--- src/rtl/board_state.sv ---
// Battleship player state: fleet and attack maps, cursor control,
// turn sequencing and shot/result exchange with the radio link.
module board_state #(
    parameter int SHIP_CELLS = 5,
    parameter int BLINK_BIT  = 23
) (
    input  logic            clk,
    input  logic            rst_n,
    input  logic            btnUp,
    input  logic            btnDown,
    input  logic            btnLeft,
    input  logic            btnRight,
    input  logic            btnFire,
    input  logic            goFirst,
    output logic            txValid,
    output logic [5:0]      txCoord,
    input  logic            txReady,
    input  logic            rxResultValid,
    input  logic            rxHit,
    input  logic            rxShotValid,
    input  logic [5:0]      rxCoord,
    output logic            txResultValid,
    output logic            txHit,
    output logic [2:0]      state,
    output logic [7:0][7:0] redArray,
    output logic [7:0][7:0] greenArray
);

    typedef enum logic [2:0] {
        PLACE       = 3'd0,
        AIM         = 3'd1,
        WAIT_RESULT = 3'd2,
        DEFEND      = 3'd3,
        WON         = 3'd4,
        LOST        = 3'd5
    } state_e;

    localparam logic [6:0] SHIPS = 7'(SHIP_CELLS);

    state_e           state_q, state_d;
    logic [2:0]       row_q, row_d, col_q, col_d;
    logic [63:0]      ship_q, ship_d, hit_q, hit_d, miss_q, miss_d;
    logic [6:0]       placed_q, placed_d;
    logic [6:0]       made_q, made_d, taken_q, taken_d;
    logic [BLINK_BIT:0] blink_q;
    logic             tx_valid_q, tx_valid_d;
    logic [5:0]       tx_coord_q, tx_coord_d;
    logic             tx_res_q, tx_res_d;
    logic             tx_hit_q, tx_hit_d;

    logic [5:0]  cur;
    logic [63:0] cur_mask, shot_mask, rx_mask;
    logic        btn_en, blink;
    logic [63:0] green_v, red_v;

    assign cur       = {row_q, col_q};
    assign cur_mask  = 64'd1 << cur;
    assign shot_mask = 64'd1 << tx_coord_q;
    assign rx_mask   = 64'd1 << rxCoord;
    assign blink     = blink_q[BLINK_BIT];
    // Buttons are frozen while an outgoing shot waits for the link.
    assign btn_en    = (state_q == PLACE) ||
                       (state_q == AIM && !tx_valid_q);

    always_comb begin
        state_d    = state_q;
        row_d      = row_q;
        col_d      = col_q;
        ship_d     = ship_q;
        hit_d      = hit_q;
        miss_d     = miss_q;
        placed_d   = placed_q;
        made_d     = made_q;
        taken_d    = taken_q;
        tx_valid_d = tx_valid_q;
        tx_coord_d = tx_coord_q;
        tx_res_d   = 1'b0;
        tx_hit_d   = tx_hit_q;

        if (btn_en) begin
            priority case (1'b1)
                btnUp:    row_d = row_q - 3'd1;
                btnDown:  row_d = row_q + 3'd1;
                btnLeft:  col_d = col_q - 3'd1;
                btnRight: col_d = col_q + 3'd1;
                btnFire: begin
                    if (state_q == PLACE) begin
                        if (!ship_q[cur]) begin
                            ship_d   = ship_q | cur_mask;
                            placed_d = placed_q + 7'd1;
                            if (placed_q + 7'd1 == SHIPS)
                                state_d = goFirst ? AIM : DEFEND;
                        end
                    end else if (!(hit_q[cur] | miss_q[cur])) begin
                        tx_valid_d = 1'b1;
                        tx_coord_d = cur;
                    end
                end
                default: ;
            endcase
        end

        case (state_q)
            AIM: begin
                if (tx_valid_q && txReady) begin
                    tx_valid_d = 1'b0;
                    state_d    = WAIT_RESULT;
                end
            end
            WAIT_RESULT: begin
                if (rxResultValid) begin
                    if (rxHit) begin
                        hit_d  = hit_q | shot_mask;
                        made_d = made_q + 7'd1;
                        state_d = (made_q + 7'd1 == SHIPS) ? WON : DEFEND;
                    end else begin
                        miss_d  = miss_q | shot_mask;
                        state_d = DEFEND;
                    end
                end
            end
            DEFEND: begin
                if (rxShotValid) begin
                    tx_res_d = 1'b1;
                    tx_hit_d = ship_q[rxCoord];
                    state_d  = AIM;
                    if (ship_q[rxCoord]) begin
                        ship_d  = ship_q & ~rx_mask;
                        taken_d = taken_q + 7'd1;
                        if (taken_q + 7'd1 == SHIPS)
                            state_d = LOST;
                    end
                end
            end
            default: ;
        endcase
    end

    always_ff @(posedge clk or negedge rst_n) begin
        if (!rst_n) begin
            state_q    <= PLACE;
            row_q      <= '0;
            col_q      <= '0;
            ship_q     <= '0;
            hit_q      <= '0;
            miss_q     <= '0;
            placed_q   <= '0;
            made_q     <= '0;
            taken_q    <= '0;
            blink_q    <= '0;
            tx_valid_q <= 1'b0;
            tx_coord_q <= '0;
            tx_res_q   <= 1'b0;
            tx_hit_q   <= 1'b0;
        end else begin
            state_q    <= state_d;
            row_q      <= row_d;
            col_q      <= col_d;
            ship_q     <= ship_d;
            hit_q      <= hit_d;
            miss_q     <= miss_d;
            placed_q   <= placed_d;
            made_q     <= made_d;
            taken_q    <= taken_d;
            blink_q    <= blink_q + {{BLINK_BIT{1'b0}}, 1'b1};
            tx_valid_q <= tx_valid_d;
            tx_coord_q <= tx_coord_d;
            tx_res_q   <= tx_res_d;
            tx_hit_q   <= tx_hit_d;
        end
    end

    always_comb begin
        green_v = ship_q;
        red_v   = hit_q | (miss_q & {64{blink}});
        case (state_q)
            PLACE: if (blink) green_v = ship_q ^ cur_mask;
            AIM:   red_v = (red_v & ~cur_mask) | (blink ? cur_mask : 64'd0);
            WON:   red_v = '1;
            LOST: begin
                green_v = '0;
                red_v   = {64{blink}};
            end
            default: ;
        endcase
    end

    assign greenArray    = green_v;
    assign redArray      = red_v;
    assign state         = state_q;
    assign txValid       = tx_valid_q;
    assign txCoord       = tx_coord_q;
    assign txResultValid = tx_res_q;
    assign txHit         = tx_hit_q;

endmodule

--- config.mk ---
export PLATFORM = sky130hd
export DESIGN_NAME = board_state
export DESIGN_NICKNAME = d
export VERILOG_FILES = /design/src/rtl/board_state.sv
export SDC_FILE = /design/constraint.sdc
export NUM_CORES = 1
export LEC_CHECK = 0
export CAP_MARGIN = 20
export CORE_UTILIZATION = 60
export CTS_CLUSTER_DIAMETER = 60
export DETAILED_ROUTE_END_ITERATION = 8
export DONT_BUFFER_PORTS = 1
export GPL_TIMING_DRIVEN = 0
export PLACE_DENSITY = 0.76
export SLEW_MARGIN = 40
export SYNTH_ARGS = -nofsm -noshare
export SYNTH_HDL_FRONTEND = slang
export SYNTH_SLANG_ARGS = --single-unit
--- constraint.sdc ---
create_clock -name clk -period 6.49 [get_ports clk]
set_clock_uncertainty 0.2 [all_clocks]
set_input_delay 1.298 -clock clk [delete_from_list [all_inputs] [get_ports clk]]
set_output_delay 1.298 -clock clk [all_outputs]
set_load 0.01 [all_outputs]
==> impl_metrics.json, run 1 <==
{
  "outcome": "complete, no violations",
  "gp_congestion": 0.9987,
  "synth_seq_area_share_pct": 38.27,
  "syn_inst": 1861,
  "hpwlAfterDp_mm": 48.34,
  "track_usage_pct": 45.79,
  "area_growth_pct": 9.605,
  "end_kind": "output pin",
  "cts_setup_buffers": 0,
  "combPwrFrac_pct": 1.3,
  "clock_latency_ns": 0.60,
  "synth_top_cell_by_area": "dfrtp_1",
  "cpPeakStageDelay_ns": 0.60,
  "ioPinCount": 158,
  "clockRootBuffer": "clkbuf_16",
  "required_ns": 4.99,
  "clockBufferDepth": 3,
  "synth_top_cell_area_share_pct": 38.27,
  "fin_tns_setup_ns": 0,
  "hold_violations": 0,
  "synth_area_mm2": 0.01667,
  "preCtsSetupSlack_ns": 1.353,
  "crit_type": "reg2out",
  "drv_cap": 0,
  "ys_warn_count": 0,
  "use_met2_pct": 72.12,
  "grt_pass1_wl_mm": 95.74,
  "htreeDepth": 1,
  "critPathLaunchType": "flop",
  "cp_slowest_cell": "clkbuf_1",
  "crit_family": "buffers and inverters",
  "overflow": 0,
  "numClockSinks": 255,
  "rows": 60,
  "synth_top_flop_cell": "dfrtp_1",
  "cp.arrival_ns": 4.24,
  "holdBufCountCts": 0,
  "peakVddDrop_uv": 299.5,
  "slew_headroom_pct": 41.13,
  "period_needed_ns": 5.743,
  "intPower_mw": 2.719,
  "startpoint": "col_q[2]$_DFFE_PN0P_",
  "synthTopCellsByArea": "dfrtp_1 (38%), nor2_1 (5.8%), ha_1 (5.3%)",
  "p_leak_nw": 8.425,
  "setup_ws_ns": 0.7474,
  "cts_tree": "done",
  "drtAntennaViolNets": 0,
  "async_flop_share_pct": 100.0,
  "regToRegEndpoint": "ship_q[29]$_DFF_PN0_",
  "drt-initial-drc-count": 2130,
  "drt-vias-per-instance": 6.905,
  "rsz0062_at_grt": "no",
  "switchingPower_uw": 800.6,
  "nets": 1985,
  "pwr-share-clk_pct": 53.6,
  "crit_path_end": "greenArray[28]",
  "dieArea_mm2": 0.02846,
  "initial_core_util_pct": 61.52,
  "stdcell_count": 2293,
  "reg2reg_depth": 10,
  "seq_power_share_pct": 45.2,
  "fmax_ghz": 0.1741,
  "clk_pin_slew_ns": 0.06,
  "slew_violations": 0,
  "layout-drive-gt1-share_pct": 8.390,
  "p_sw_share_pct": 22.75,
  "post-route-util_pct": 67.43,
  "post_drt_wl_per_cell_um": 28.42,
  "globalRouteMet3Util_pct": 11.97,
  "synth-seq-cells": 255,
  "first_global_vias": 15310,
  "r2r_slack_ns": 2.57,
  "drc_errors": 0,
  "period_share_pct": 88.48,
  "setup_viol": 0,
  "hold_class": "in2async",
  "power_density_mw_per_mm2": 192.6,
  "crit_fanout": 11,
  "worstReg2RegStart": "col_q[2]$_DFFE_PN0P_",
  "die_w_um": 168.7,
  "cp_num_cells": 10,
  "gr-usage-met1_pct": 57.08,
  "synthDistinctLibCells": 72,
  "io_buffers": 0,
  "dp.cells": 2233,
  "busiest_layer": "met2",
  "cts_resized": 0,
  "syn_nets": 1952,
  "worstMarginPinSlew_ns": 0.8830,
  "numCtsBuffers": 31,
  "dr.pass1.iters": 6,
  "wirelength_mm": 65.16,
  "cp_num_buf_inv": 5,
  "cp_cell_sequence": "buf_4, buf_2, clkbuf_2, clkbuf_1, nor2b_1, nand2_1, nor2_1, inv_1, ha_1, a22o_1",
  "grt_max_degree": 256,
  "core-area_mm2": 0.02710,
  "die_h_um": 168.7,
  "vias": 15830,
  "synth-edff-count": 0,
  "syn_avg_cell_area_um2": 8.959,
  "fill_cells": 2185,
  "antenna_found_initial": 0
}
## layer usage
metal	share of wire [%]	vias up	routed length [µm]
li1	-	6721	-
met2	44	1175	28940
met4	7.3	0	4725
met5	0	-	0
met3	12	336	7679
met1	37	7601	23820
## metrics by stage
stage,hold WS [ns],total power [mW],area (µm²)
2_1_floorplan,0.2380,1.649,16670
3_3_place_gp,0.2527,1.661,17140
3_5_place_dp,0.2546,1.661,17150
4_1_cts,0.1960,3.519,18270
5_1_grt,0.2026,3.580,18270
6_report,0.2092,3.519,18280
## worst register-to-register path, delay by kind of cell (launching register included)
family	cells	cell delay, ns
AO/OA/AOI/OAI	1	0.33
adder cells (fa/ha/maj)	1	0.21
buffers and inverters	5	1.74
flip-flops	1	0.34
AND/OR/NAND/NOR	3	0.97
## flip-flops by register name, indices dropped and copies added, names as in the netlist
register	flops
hit_q	64
miss_q	64
txHit	1
taken_q	7
txResultValid	1
txValid	1
ship_q	64
col_q	3
blink_q	24
txCoord	6
made_q	7
state	3
row_q	3
placed_q	7
## Yosys cell counts, types with 35 or more instances
cell type / count
o21bai_1: 41
o21ai_0: 74
a22o_1: 65
nor2_1: 259
clkbuf_1: 91
dfrtp_1: 255
nand3_1: 36
ha_1: 71
a21oi_1: 169
nor2b_1: 40
inv_1: 149
nor3_1: 35
a21o_1: 90
nand2_1: 71
xnor2_1: 41
o21a_1: 65
## cells in the final DEF, fill, tap and decap left out, types with 40 or more instances in the layout
master / Yosys / layout
nor2_1: 259 / 258
dfrtp_1: 255 / 255
a21oi_1: 169 / 169
inv_1: 149 / 149
clkbuf_1: 91 / 90
a21o_1: 90 / 90
o21ai_0: 74 / 74
nand2_1: 71 / 71
ha_1: 71 / 71
a22o_1: 65 / 65
o21a_1: 65 / 65
xnor2_1: 41 / 41
o21bai_1: 41 / 41
nor2b_1: 40 / 40
## cell families after synthesis
logic type	after synthesis	share of synthesized area (%)
XOR/XNOR	51	2.679
adder cells (fa/ha/maj)	73	5.568
multiplexers	48	5.155
AO/OA/AOI/OAI	627	26.51
AND/OR/NAND/NOR	522	14.44
flip-flops	255	38.27
buffers and inverters	285	7.377
## power by group through the flow
stage               logic (mW)  registers (mW)  clock network, mW
detailed placement      0.0425            1.62                  0
global placement        0.0420            1.62                  0
global route            0.0460            1.59               1.95
finish                  0.0444            1.59               1.89
floorplan               0.0295            1.62                  0
CTS                     0.0428            1.59               1.89
## layout make-up
class / count / area [µm²] / share of cell area [%]
Multi-Input combinational cell: 1321 / 9071 / 49.64
Buffer: 134 / 664.4 / 3.635
Antenna cell: 2 / 5.005 / 0.02739
Clock inverter: 21 / 262.8 / 1.438
Inverter: 151 / 566.8 / 3.101
Clock buffer: 37 / 858.3 / 4.697
Sequential cell: 255 / 6381 / 34.92
Tap cell: 372 / 465.4 / 2.547
## worst min-delay path by stage
stage / start / to / cells after the start
final: rst_n / placed_q[5]$_DFFE_PN0P_ / 0
after global routing: rst_n / placed_q[5]$_DFFE_PN0P_ / 0
after CTS: rst_n / txValid$_DFF_PN0_ / 0
after detailed placement: blink_q[5]$_DFF_PN0_ / blink_q[5]$_DFF_PN0_ / 1
after global placement: hit_q[40]$_DFFE_PN0P_ / hit_q[40]$_DFFE_PN0P_ / 1
after floorplan: blink_q[5]$_DFF_PN0_ / blink_q[5]$_DFF_PN0_ / 1
(Power assumes the default switching activity.)
==> run 2: changes to the inputs <==
ABC_CLOCK_PERIOD_IN_PS = 6490   (was default)
==> results of run 2 <==
Same layout as run 1: the final DEF is identical, and so are final timing and power.
==> run 3: changes to the inputs <==
CTS_CLUSTER_SIZE = 14   (was default)
==> run 3 against run 2 <==
Net effect: non-clock buffer count unchanged; first-iteration DRC count decreased by 1.5%; die area unchanged; wire length decreased by 0.31%; critical endpoint unchanged; register-to-register slack got worse by 0.05 ns; sequential cell count unchanged; worst hold slack improved by 0.011 ns; combinational power about the same; count of clock-buffer cells in the layout decreased by 6; sequential share of layout area increased by 0.38 points.
==> impl_metrics.json, run 3 (same netlist as run 1, synthesis figures left out) <==
{
  "post-route-util_pct": 66.70,
  "numClockSinks": 255,
  "antenna_found_initial": 0,
  "rows": 60,
  "setup_ws_ns": 0.7529,
  "track_usage_pct": 45.57,
  "drt-initial-drc-count": 2099,
  "fmax_ghz": 0.1743,
  "final_cell_area_mm2": 0.01808,
  "hold_class": "in2async",
  "hold_slack_ns": 0.2203,
  "period_share_pct": 88.40,
  "die_w_um": 168.7,
  "core-area_mm2": 0.02710,
  "worstMarginPinSlew_ns": 0.8581,
  "drtAntennaViolNets": 0,
  "pwr-share-clk_pct": 50.2,
  "cts_resized": 0,
  "end_kind": "output pin",
  "dp.cells": 2233,
  "worstReg2RegStart": "col_q[2]$_DFFE_PN0P_",
  "seq_power_share_pct": 48.5,
  "largestRegisters": "hit_q: 64 flops, miss_q: 64 flops, ship_q: 64 flops",
  "critPathLaunchType": "flop",
  "slew_headroom_pct": 42.80,
  "clk_pin_slew_ns": 0.07,
  "peakVddDrop_uv": 240.3,
  "switchingPower_uw": 762.7,
  "required_ns": 4.99,
  "p_total_mw": 3.280,
  "startpoint": "col_q[2]$_DFFE_PN0P_",
  "power_density_mw_per_mm2": 181.4,
  "p_leak_nw": 8.339,
  "wirelength_mm": 64.96,
  "p_sw_share_pct": 23.26,
  "clockRootBuffer": "clkbuf_16",
  "setup_viol": 0,
  "drc_errors": 0,
  "outcome": "complete, no violations",
  "layout_common_cells": "nor2_1 (258), dfrtp_1 (255), a21oi_1 (169)",
  "vias": 15790,
  "clock_latency_ns": 0.57,
  "layout-drive-gt1-share_pct": 7.757,
  "ioPinCount": 158,
  "cp.arrival_ns": 4.24,
  "die_h_um": 168.7,
  "fin_tns_setup_ns": 0,
  "combPwrFrac_pct": 1.3,
  "dieArea_mm2": 0.02846,
  "intPower_mw": 2.517,
  "hpwlAfterDp_mm": 48.34,
  "post_drt_wl_per_cell_um": 28.48,
  "cts_setup_buffers": 0,
  "slew_violations": 0,
  "crit_type": "reg2out",
  "drv_cap": 0,
  "htreeDepth": 1,
  "grt_pass1_wl_mm": 95.37,
  "numCtsBuffers": 29,
  "rsz0062_at_grt": "no",
  "period_needed_ns": 5.737,
  "nets": 1983,
  "holdBufCountCts": 0,
  "overflow": 0,
  "dr.pass1.iters": 8,
  "io_buffers": 0,
  "mostFrequentLayoutCell": "nor2_1",
  "crit_fanout": 11,
  "preCtsSetupSlack_ns": 1.353,
  "fill_cells": 2229,
  "hold_violations": 0,
  "initial_core_util_pct": 61.52,
  "clockBufferDepth": 3,
  "drt-vias-per-instance": 6.922,
  "cts_tree": "done",
  "area_growth_pct": 8.412,
  "first_global_vias": 15250,
  "place_area_mm2": 0.01715,
  "gp_congestion": 0.9987,
  "grt_max_degree": 256,
  "stdcell_count": 2281
}
## run 3: changes by cell type in the layout (fill, tap and decap cells not counted), sizes merged
cell      previous run  this run
diode                2         1
clkinv              10         4
clkinvlp             6         1
inv                152       160
clkbuf             130       124
bufinv               4         2
## run 3: critical path, cell delays in order, from the launching register on
cell and delay [ns]:
dfrtp_1 0.34, buf_4 0.19, buf_2 0.32, clkbuf_2 0.49, clkbuf_1 0.64, nor2b_1 0.34, nand2_1 0.16, nor2_1 0.50
inv_1 0.13, ha_1 0.31, a22o_1 0.27
## run 3: power groups by stage
stage,Clock (mW),Combinational [mW],Sequential (mW)
4_1_cts,1.65,0.0428,1.59
6_report,1.65,0.0443,1.59
3_3_place_gp,0,0.0420,1.62
2_1_floorplan,0,0.0295,1.62
5_1_grt,1.71,0.0458,1.59
3_5_place_dp,0,0.0425,1.62
## run 3: area by class of cell
type | instances | area, µm² | share of cell area (%)
Multi-Input combinational cell | 1321 | 9071 | 50.18
Buffer | 134 | 664.4 | 3.675
Clock inverter | 16 | 191.4 | 1.059
Inverter | 151 | 566.8 | 3.136
Tap cell | 372 | 465.4 | 2.575
Sequential cell | 255 | 6381 | 35.30
Antenna cell | 1 | 2.502 | 0.01384
Clock buffer | 31 | 733.2 | 4.056
## run 3: worst paths after layout
check | to | slack, ns | depth (start not counted)
hold / removal | ship_q[44]$_DFF_PN0_ | 0.22 | 0
max in group asynchronous | hit_q[9]$_DFFE_PN0P_ | 5.47 | 0
min in group clk | blink_q[5]$_DFF_PN0_ | 0.27 | 1
setup / recovery | greenArray[28] | 0.75 | 10
setup reg to reg | ship_q[29]$_DFF_PN0_ | 2.52 | 10
hold reg to reg | blink_q[5]$_DFF_PN0_ | 0.27 | 1
## run 3: metal layers
metal	share of wire [%]	global-route usage [%]
met1	37	56.85
met2	45	71.67
met3	11	11.55
met4	7.1	27.31
met5	0	0
